## src/rtl/vga_pkg.sv

```systemverilog
// Shared VGA 640x480 timing constants, counter width, FSM state encoding and
// a small window-decode helper used by the sync generator.
package vga_pkg;

    localparam int unsigned CNT_W = 10;

    localparam int unsigned DIV_DEF    = 4;
    localparam int unsigned H_VIS_DEF  = 640;
    localparam int unsigned H_FP_DEF   = 16;
    localparam int unsigned H_SYNC_DEF = 96;
    localparam int unsigned H_BP_DEF   = 48;
    localparam int unsigned V_VIS_DEF  = 480;
    localparam int unsigned V_FP_DEF   = 10;
    localparam int unsigned V_SYNC_DEF = 2;
    localparam int unsigned V_BP_DEF   = 33;

    localparam int unsigned H_TOTAL_DEF = H_VIS_DEF + H_FP_DEF + H_SYNC_DEF + H_BP_DEF;
    localparam int unsigned V_TOTAL_DEF = V_VIS_DEF + V_FP_DEF + V_SYNC_DEF + V_BP_DEF;

    typedef enum logic [1:0] {
        ST_IDLE      = 2'd0,
        ST_RUN       = 2'd1,
        ST_STOP_PEND = 2'd2
    } state_t;

    // 1 when lo <= c < hi
    function automatic logic in_window(input logic [CNT_W-1:0] c,
                                       input logic [CNT_W-1:0] lo,
                                       input logic [CNT_W-1:0] hi);
        return (c >= lo) && (c < hi);
    endfunction

endpackage

```

## src/rtl/pix_tick_gen.sv

```systemverilog
// Pixel-rate divider: counts 0..DIV-1 while en is high, held at 0 otherwise.
// Ports: clk_in, reset (async active-low), en (count enable),
//        tick_c (combinational: this cycle is the last of a pixel period),
//        tick (tick_c registered, one cycle later).
module pix_tick_gen #(
    parameter int unsigned DIV = 4
) (
    input  logic clk_in,
    input  logic reset,
    input  logic en,
    output logic tick_c,
    output logic tick
);

    localparam int unsigned   DW       = (DIV > 1) ? $clog2(DIV) : 1;
    localparam logic [DW-1:0] DIV_LAST = DW'(DIV - 1);

    logic [DW-1:0] div_cnt;

    // With DIV=1 the counter never leaves 0, so every enabled cycle ticks
    assign tick_c = en && (div_cnt == DIV_LAST);

    always_ff @(posedge clk_in or negedge reset) begin
        if (!reset) begin
            div_cnt <= '0;
            tick    <= 1'b0;
        end else begin
            tick <= tick_c;
            if (!en || tick_c) begin
                div_cnt <= '0;
            end else begin
                div_cnt <= div_cnt + DW'(1);
            end
        end
    end

endmodule

```

## src/rtl/vga_sync_ctrl.sv

```systemverilog
// VGA raster sequencer: run/stop FSM, h/v counters advanced on the pixel tick,
// and registered sync/blank/coordinate decode.
// Ports: clk_in, reset (async active-low), run_req (level start/stop request),
//        running, pix_tick, hsync, vsync, video_on, x, y, frame_start.
// All outputs are registered one clock behind the internal counter state, so
// x/y/syncs change the clock after the pix_tick that advanced them.
module vga_sync_ctrl
    import vga_pkg::*;
#(
    parameter int unsigned DIV      = DIV_DEF,
    parameter int unsigned H_VIS    = H_VIS_DEF,
    parameter int unsigned H_FP     = H_FP_DEF,
    parameter int unsigned H_SYNC   = H_SYNC_DEF,
    parameter int unsigned H_BP     = H_BP_DEF,
    parameter int unsigned V_VIS    = V_VIS_DEF,
    parameter int unsigned V_FP     = V_FP_DEF,
    parameter int unsigned V_SYNC   = V_SYNC_DEF,
    parameter int unsigned V_BP     = V_BP_DEF,
    parameter logic        SYNC_POL = 1'b0
) (
    input  logic             clk_in,
    input  logic             reset,
    input  logic             run_req,
    output logic             running,
    output logic             pix_tick,
    output logic             hsync,
    output logic             vsync,
    output logic             video_on,
    output logic [CNT_W-1:0] x,
    output logic [CNT_W-1:0] y,
    output logic             frame_start
);

    localparam int unsigned H_TOTAL = H_VIS + H_FP + H_SYNC + H_BP;
    localparam int unsigned V_TOTAL = V_VIS + V_FP + V_SYNC + V_BP;

    localparam logic [CNT_W-1:0] H_LAST   = CNT_W'(H_TOTAL - 1);
    localparam logic [CNT_W-1:0] V_LAST   = CNT_W'(V_TOTAL - 1);
    localparam logic [CNT_W-1:0] H_VIS_C  = CNT_W'(H_VIS);
    localparam logic [CNT_W-1:0] V_VIS_C  = CNT_W'(V_VIS);
    localparam logic [CNT_W-1:0] HS_START = CNT_W'(H_VIS + H_FP);
    localparam logic [CNT_W-1:0] HS_END   = CNT_W'(H_VIS + H_FP + H_SYNC);
    localparam logic [CNT_W-1:0] VS_START = CNT_W'(V_VIS + V_FP);
    localparam logic [CNT_W-1:0] VS_END   = CNT_W'(V_VIS + V_FP + V_SYNC);

    state_t           state;
    logic [CNT_W-1:0] h_cnt;
    logic [CNT_W-1:0] v_cnt;
    logic             run_en;
    logic             tick_c;
    logic             line_end;
    logic             frame_end;

    assign run_en    = (state != ST_IDLE);
    assign line_end  = (h_cnt == H_LAST);
    assign frame_end = tick_c && line_end && (v_cnt == V_LAST);

    pix_tick_gen #(.DIV(DIV)) u_tick (
        .clk_in (clk_in),
        .reset  (reset),
        .en     (run_en),
        .tick_c (tick_c),
        .tick   (pix_tick)
    );

    // FSM, raster counters and registered output decode
    always_ff @(posedge clk_in or negedge reset) begin
        if (!reset) begin
            state       <= ST_IDLE;
            h_cnt       <= '0;
            v_cnt       <= '0;
            running     <= 1'b0;
            video_on    <= 1'b0;
            frame_start <= 1'b0;
            hsync       <= ~SYNC_POL;
            vsync       <= ~SYNC_POL;
            x           <= '0;
            y           <= '0;
        end else begin
            running     <= run_en;
            video_on    <= run_en && (h_cnt < H_VIS_C) && (v_cnt < V_VIS_C);
            hsync       <= in_window(h_cnt, HS_START, HS_END) ? SYNC_POL : ~SYNC_POL;
            vsync       <= in_window(v_cnt, VS_START, VS_END) ? SYNC_POL : ~SYNC_POL;
            x           <= h_cnt;
            y           <= v_cnt;
            // Strobe with the tick taken at the origin; a pending stop suppresses it
            frame_start <= tick_c && (state == ST_RUN) && (h_cnt == '0) && (v_cnt == '0);

            if (state == ST_IDLE) begin
                h_cnt <= '0;
                v_cnt <= '0;
            end else if (tick_c) begin
                if (line_end) begin
                    h_cnt <= '0;
                    v_cnt <= (v_cnt == V_LAST) ? '0 : v_cnt + CNT_W'(1);
                end else begin
                    h_cnt <= h_cnt + CNT_W'(1);
                end
            end

            case (state)
                ST_IDLE:      if (run_req) state <= ST_RUN;
                ST_RUN:       if (!run_req) state <= ST_STOP_PEND;
                ST_STOP_PEND: begin
                    // Stop only lands on the tick that closes the frame
                    if (run_req)        state <= ST_RUN;
                    else if (frame_end) state <= ST_IDLE;
                end
                default:      state <= ST_IDLE;
            endcase
        end
    end

endmodule
```

## config.mk

```make
export PLATFORM = sky130hd
export DESIGN_NAME = vga_sync_ctrl
export DESIGN_NICKNAME = d
export VERILOG_FILES = /design/src/rtl/vga_pkg.sv /design/src/rtl/pix_tick_gen.sv /design/src/rtl/vga_sync_ctrl.sv
export SDC_FILE = /design/constraint.sdc
export NUM_CORES = 1
export LEC_CHECK = 0
export CAP_MARGIN = 20
export CORE_AREA = 8 8 88 90
export DETAILED_ROUTE_END_ITERATION = 10
export DIE_AREA = 0 0 96 98
export PLACE_DENSITY = 0.58
export SLEW_MARGIN = 5
export SYNTH_ARGS = -nofsm -noshare
export SYNTH_HDL_FRONTEND = slang
export SYNTH_SLANG_ARGS = --single-unit
export TNS_END_PERCENT = 1
```

## constraint.sdc

```tcl
create_clock -name clk_in -period 1.9 [get_ports clk_in]
set_input_delay 0.38 -clock clk_in [delete_from_list [all_inputs] [get_ports clk_in]]
set_output_delay 0.38 -clock clk_in [all_outputs]
set_load 0.05 [all_outputs]
```

==> results of run 1 <==
[Yosys cell counts (2+ instances only)]
library cell	number
dfrtp_1	48
nand3_1	10
xor2_1	5
buf_2	2
a311oi_1	2
ha_1	5
o22ai_1	2
nor3_1	3
and4_1	3
o21ai_0	10
or3_1	2
dfstp_2	2
a21oi_1	5
nand4_1	8
and3_1	3
buf_6	2
nand2b_1	4
o31ai_1	3
nor2_1	12
nand2_1	14
inv_1	10
or4_1	2
o211ai_1	3
nor2b_1	2
[cells by family (layout without fill, tap and decap cells)]
kind of cell | after synthesis | after routing | synth area share (%)
and+or+nand+nor | 74 | 74 | 20.0
DFF | 50 | 50 | 58.4
AOI/OAI and AO/OA | 35 | 35 | 11.9
buffers and inverters | 16 | 61 | 3.85
xor gates and xnor gates | 6 | 6 | 2.45
adders and majority gates | 5 | 5 | 2.91
muxes | 1 | 1 | 0.466
[layout make-up]
class                      instances  area [sq um]
multi-input combinational        121           813
clock buffer                       5          68.8
inverter                          10          37.5
fill                             638          3820
tap                               80           100
sequential                        50          1250
timing repair buffer              43           380
clock inverter                     3          21.3
[metrics by stage]
stage | hold WS (ns) | util [%] | setup slack, ns
floorplan | 0.0844 | - | 0.240
global placement | 0.352 | 39.8 | 0.159
detailed placement | 0.359 | 39.8 | 0.103
CTS | 0.0225 | 41.2 | 0.0554
global route | 0.0351 | 41.2 | 0.0102
finish | 0.0102 | 41.2 | 0.0760
[registers in the layout, summed over array words and instances, names as in the netlist, 2 cells and up]
| name | count |
|---|---|
| v_cnt | 10 |
| state | 2 |
| x | 10 |
| y | 10 |
| h_cnt | 10 |
| u_tick.div_cnt | 2 |
[layer usage]
layer / part of all wire (%) / vias to the layer above
met4: 1.7 / 0
li1: - / 760
met1: 46 / 761
met3: 6.4 / 6
met5: 0 / -
met2: 46 / 40
[power by group through the flow]
stage | clock (mW) | combinational, mW | sequential, mW
after floorplan | 0 | 0.167 | 1.35
after global placement | 0 | 0.486 | 1.23
after detailed placement | 0 | 0.490 | 1.23
after CTS | 0.650 | 0.491 | 1.21
after global routing | 0.693 | 0.531 | 1.22
final | 0.624 | 0.482 | 1.21
[how the worst max path moves through the flow]
| stage | cells after the start | to | from |
|---|---|---|---|
| final | 1 | y[4] | y[4] |
| after detailed placement | 5 | v_cnt[5] | h_cnt[0] |
| after CTS | 1 | y[7] | y[7] |
| after global routing | 1 | y[5] | y[5] |
| after floorplan | 6 | v_cnt[5] | h_cnt[0] |
| after global placement | 5 | v_cnt[5] | h_cnt[0] |
==> results.py, run 1 <==
metrics = {
    "run_status": {
        "status": "finished, final reports clean",
    },
    "power_and_ir_drop": {
        "pwr-share-seq_pct": 52.2,
        "p_clk_share_pct": 27.0,
        "p_total_mw": 2.32,
        "switching_share_pct": 32.0,
        "cellPowerDensity_nw_per_um2": 865,
        "p_int_mw": 1.57,
        "p_leak_nw": 1.19,
        "pwr-share-comb_pct": 20.8,
        "ir_worst_vdd_v": 0.000297,
        "switchingPower_mw": 0.741,
    },
    "timing": {
        "finalCriticalPeriod_ns": 1.82,
        "maxSlewViolCount": 0,
        "maxSlewHeadroom_pct": 66.7,
        "hold_violations": 0,
        "period_share_pct": 96.0,
        "max_slew.worst_pin.slew_ns": 0.498,
        "rsz0062_at_grt": "false",
        "tns_ns": 0,
        "clock.fmax_mhz": 548,
        "skew_ns": 0.0102,
        "finalSetupViolations": 0,
    },
    "setup_path": {
        "required_ns": 1.52,
        "cp_data_arrival_time_ns": 1.44,
        "rr_worst_depth": 5,
        "reg2reg_from": "h_cnt[0]",
        "start_kind": "flop",
        "crit_path_max_fanout": 1,
        "critical-path-top-delay-family": "buffers and inverters",
        "r2r_end": "v_cnt[5]",
        "cp_cell_sequence": "clkdlybuf4s50_1",
        "crit_path_end_kind": "output pin",
        "path_buf_inv": 1,
        "critPathMaxStageDelay_ns": 0.80,
        "path_class": "flop to output pin",
        "crit_slowest_cell": "clkdlybuf4s50_1",
        "worst-r2r-setup-slack_ns": 0.20,
    },
    "global_route": {
        "grt_use_met3_pct": 3.07,
        "top_usage_layer": "met2",
        "antenna_found_initial": 0,
        "grt.met1_usage_pct": 14.4,
        "gr-usage-all-layers_pct": 10.8,
        "grt_pass1_vias": 1606,
        "grt_overflow_total": 0,
        "grt_pass1_wl_um": 8030,
        "grt_max_degree": 33,
        "grt_use_met2_pct": 15.9,
    },
    "clock_tree": {
        "post-cts-setup-buffer-count": 0,
        "cts-resized-gates": 0,
        "cts.root.buffer_cell": "clkbuf_8",
        "cts_sinks": 50,
        "clockBufferDepth": 2,
        "clk_pin_slew_ns": 0.10,
        "cts_tree": "yes",
        "cts_made_buffers": 5,
        "cts-hold-fix-buffers": 0,
        "clock_latency_ns": 0.31,
        "h-tree-depth": 2,
    },
    "final_layout": {
        "drive_above_1_share_pct": 20.3,
        "mostFrequentLayoutCells": "dfrtp_1, buf_4, clkdlybuf4s50_1",
        "antennaDiodeCount": 0,
        "design_area_sq_um": 2680,
        "layout_commonest_cell": "dfrtp_1",
        "nets": 239,
        "stdcell_count": 312,
        "area_growth_pct": 24.6,
    },
    "route": {
        "drtPass1Iterations": 4,
        "wl_per_cell_um": 15.0,
        "vias_per_cell": 5.02,
        "vias": 1567,
        "final_antenna_net_count": 0,
        "drc": 0,
        "drtIter0Drc": 138,
        "routed_wl_um": 4680,
    },
    "die": {
        "rows": 30,
        "ioPinCount": 29,
        "coreArea_sq_um": 6490,
        "die_w_um": 96,
        "dieArea_sq_um": 9410,
        "start_util_pct": 33.1,
        "die_h_um": 98,
    },
    "worst_hold_path": {
        "hold_path.class": "input port to asynchronous set/reset pin",
    },
    "placed_design": {
        "port_buffers": 28,
        "numPlacedInstances": 304,
        "placed_area_sq_um": 2580,
        "gp_congestion": 0.854,
        "place.detailed.hpwl_um": 3490,
    },
    "logic_synthesis": {
        "async_flop_share_pct": 100,
        "syn_area_per_cell_sq_um": 11.5,
        "synth_cell_types": 49,
        "netlist_area_sq_um": 2150,
        "synth-edff-count": 0,
        "synth_area_leader_cell": "dfrtp_1",
        "synth_top_area_share_pct": 55.9,
        "synth_flop_cell": "dfrtp_1",
        "syn_inst": 187,
        "ys_ff_latch": 50,
        "synthesis.nets": 195,
        "ys_seq_area_share_pct": 58.4,
        "synthTopCellsByArea": "dfrtp_1, ha_1, dfstp_2",
        "yosysWarnings": 0,
    },
    "run": {
        "cap_violations": 0,
    },
}
(Power assumes the default switching activity.)
==> inputs of run 2 (changes only) <==
--- a/config.mk
+++ b/config.mk
@@ -6,10 +6,12 @@
 export NUM_CORES = 1
 export LEC_CHECK = 0
 export CAP_MARGIN = 20
-export CORE_AREA = 8 8 88 90
+export CELL_PAD_IN_SITES_DETAIL_PLACEMENT = 1
+export CELL_PAD_IN_SITES_GLOBAL_PLACEMENT = 1
+export CORE_AREA = 2 2 82 84
 export DETAILED_ROUTE_END_ITERATION = 10
-export DIE_AREA = 0 0 96 98
-export PLACE_DENSITY = 0.58
+export DIE_AREA = 0 0 84 86
+export PLACE_DENSITY = 0.68
 export SLEW_MARGIN = 5
 export SYNTH_ARGS = -nofsm -noshare
 export SYNTH_HDL_FRONTEND = slang
==> run 2 against run 1 <==
  * Final area up 0.42%
  * Register-to-register slack worse by 0.03 ns
  * Critical path depth unchanged
  * Via count up 2.4%
  * Critical endpoint is now x[9]
  * Largest cell class unchanged
  * Largest power group unchanged
==> results.py, run 2 (synthesis results as in run 1) <==
metrics = {
    "die": {
        "die_w_um": 84,
        "die_h_um": 86,
        "coreArea_sq_um": 6280,
        "dieArea_sq_um": 7220,
        "rows": 29,
        "ioPinCount": 29,
        "start_util_pct": 34.2,
    },
    "timing": {
        "period_share_pct": 95.0,
        "maxSlewHeadroom_pct": 65.1,
        "max_slew.worst_pin.slew_ns": 0.524,
        "finalCriticalPeriod_ns": 1.81,
        "clock.fmax_mhz": 554,
        "maxSlewViolCount": 0,
        "finalSetupViolations": 0,
        "skew_ns": 0.00529,
        "tns_ns": 0,
        "hold_violations": 0,
        "rsz0062_at_grt": "false",
        "fin_hold_ws_ns": 0.0486,
    },
    "final_layout": {
        "drive_above_1_share_pct": 17.9,
        "stdcell_count": 311,
        "area_growth_pct": 25.1,
        "multi_input_comb_area_sq_um": 813,
        "mostFrequentLayoutCells": "dfrtp_1, clkdlybuf4s50_1, buf_4",
        "final-seq-area_sq_um": 1250,
        "antennaDiodeCount": 0,
        "nets": 241,
        "num-fill-cells": 707,
        "layout_commonest_cell": "dfrtp_1",
    },
    "global_route": {
        "grt_pass1_wl_um": 8120,
        "gr-usage-all-layers_pct": 14.1,
        "grt_overflow_total": 0,
        "grt_max_degree": 30,
        "grt_pass1_vias": 1562,
        "antenna_found_initial": 0,
    },
    "setup_path": {
        "worst-r2r-setup-slack_ns": 0.17,
        "rr_worst_depth": 5,
        "crit_slowest_cell": "clkdlybuf4s50_1",
        "start_kind": "flop",
        "cp_data_arrival_time_ns": 1.43,
        "critical-path-top-delay-family": "buffers and inverters",
        "reg2reg_from": "h_cnt[0]",
        "crit_path_end_kind": "output pin",
        "critPathMaxStageDelay_ns": 0.79,
        "required_ns": 1.52,
        "cp_cell_sequence": "clkdlybuf4s50_1",
        "path_class": "flop to output pin",
        "r2r_end": "v_cnt[5]",
        "crit_path_max_fanout": 1,
        "path_buf_inv": 1,
    },
    "route": {
        "vias_per_cell": 5.16,
        "drtIter0Drc": 68,
        "drc": 0,
        "drtPass1Iterations": 4,
        "wl_per_cell_um": 15.4,
        "routed_wl_um": 4800,
        "vias": 1604,
        "final_antenna_net_count": 0,
    },
    "clock_tree": {
        "cts-hold-fix-buffers": 0,
        "cts-resized-gates": 0,
        "post-cts-setup-buffer-count": 0,
        "clockBufferDepth": 2,
        "cts_made_buffers": 5,
        "clk_pin_slew_ns": 0.08,
        "clock_latency_ns": 0.30,
        "cts.root.buffer_cell": "clkbuf_8",
        "cts_tree": "yes",
        "cts_sinks": 50,
        "h-tree-depth": 2,
    },
    "power_and_ir_drop": {
        "p_int_mw": 1.58,
        "switchingPower_mw": 0.705,
        "ir_worst_vdd_v": 0.000403,
        "pwr-share-comb_pct": 21.1,
        "switching_share_pct": 30.9,
        "p_leak_nw": 1.19,
        "cellPowerDensity_nw_per_um2": 849,
        "pwr-share-seq_pct": 53.0,
        "p_clk_share_pct": 25.8,
    },
    "placed_design": {
        "numPlacedInstances": 303,
        "place.detailed.hpwl_um": 3600,
        "gp_congestion": 0.858,
        "port_buffers": 28,
    },
    "run_status": {
        "status": "finished, final reports clean",
    },
    "run": {
        "cap_violations": 0,
    },
    "worst_hold_path": {
        "hold_path.class": "input port to asynchronous set/reset pin",
    },
}
==> run 2: changes by cell type in the layout (fill, tap and decap cells not counted), sizes merged <==
cell           before  now
clkbuf              5    8
clkinv              2    0
clkdlybuf4s50      19   23
buf                24   22
clkinvlp            1    0
==> run 2: layout make-up <==
class                      count  area share (%)
tap                           77            3.59
timing repair buffer          45            15.1
sequential                    50            46.7
clock buffer                   8            2.98
multi-input combinational    121            30.3
inverter                      10            1.40
==> run 2: layer usage <==
| metal | share of wire, % | up-vias | wire [um] | GRT usage (%) |
|---|---|---|---|---|
| met5 | 0 | - | 0 | 0 |
| met4 | 1.5 | 0 | 74 | 4.84 |
| met3 | 3.0 | 6 | 142 | 2.60 |
| met2 | 46 | 25 | 2200 | 21.5 |
| met1 | 50 | 812 | 2380 | 20.3 |
| li1 | - | 761 | - | - |
==> run 2: worst max path at each step <==
| stage | startpoint | end | slack (ns) | cells past startpoint |
|---|---|---|---|---|
| finish | x[9] | x[9] | 0.09 | 1 |
| global route | v_cnt[1] | v_cnt[3] | 0.01 | 7 |
| CTS | h_cnt[0] | v_cnt[5] | 0.08 | 5 |
| detailed placement | h_cnt[0] | v_cnt[5] | 0.08 | 5 |
| global placement | h_cnt[0] | v_cnt[5] | 0.14 | 5 |
| floorplan | h_cnt[0] | v_cnt[5] | 0.24 | 6 |
==> run 2: per-stage QoR <==
step	utilization, %	setup slack, ns	area, sq um	power, mW
after floorplan	-	0.240	2150	1.51
after global placement	41.5	0.144	2600	1.71
after detailed placement	41.5	0.0770	2600	1.72
after CTS	42.8	0.0755	2680	2.31
after global routing	42.8	0.0103	2690	2.41
final	42.8	0.0943	2690	2.28
==> run 2: power by group through the flow <==
stage                     combinational [mW]  sequential, mW  clock [mW]
after floorplan                        0.167            1.35           0
after global placement                 0.477            1.23           0
after detailed placement               0.488            1.23           0
after CTS                              0.490            1.21       0.613
after global routing                   0.539            1.22       0.650
final                                  0.482            1.21       0.589
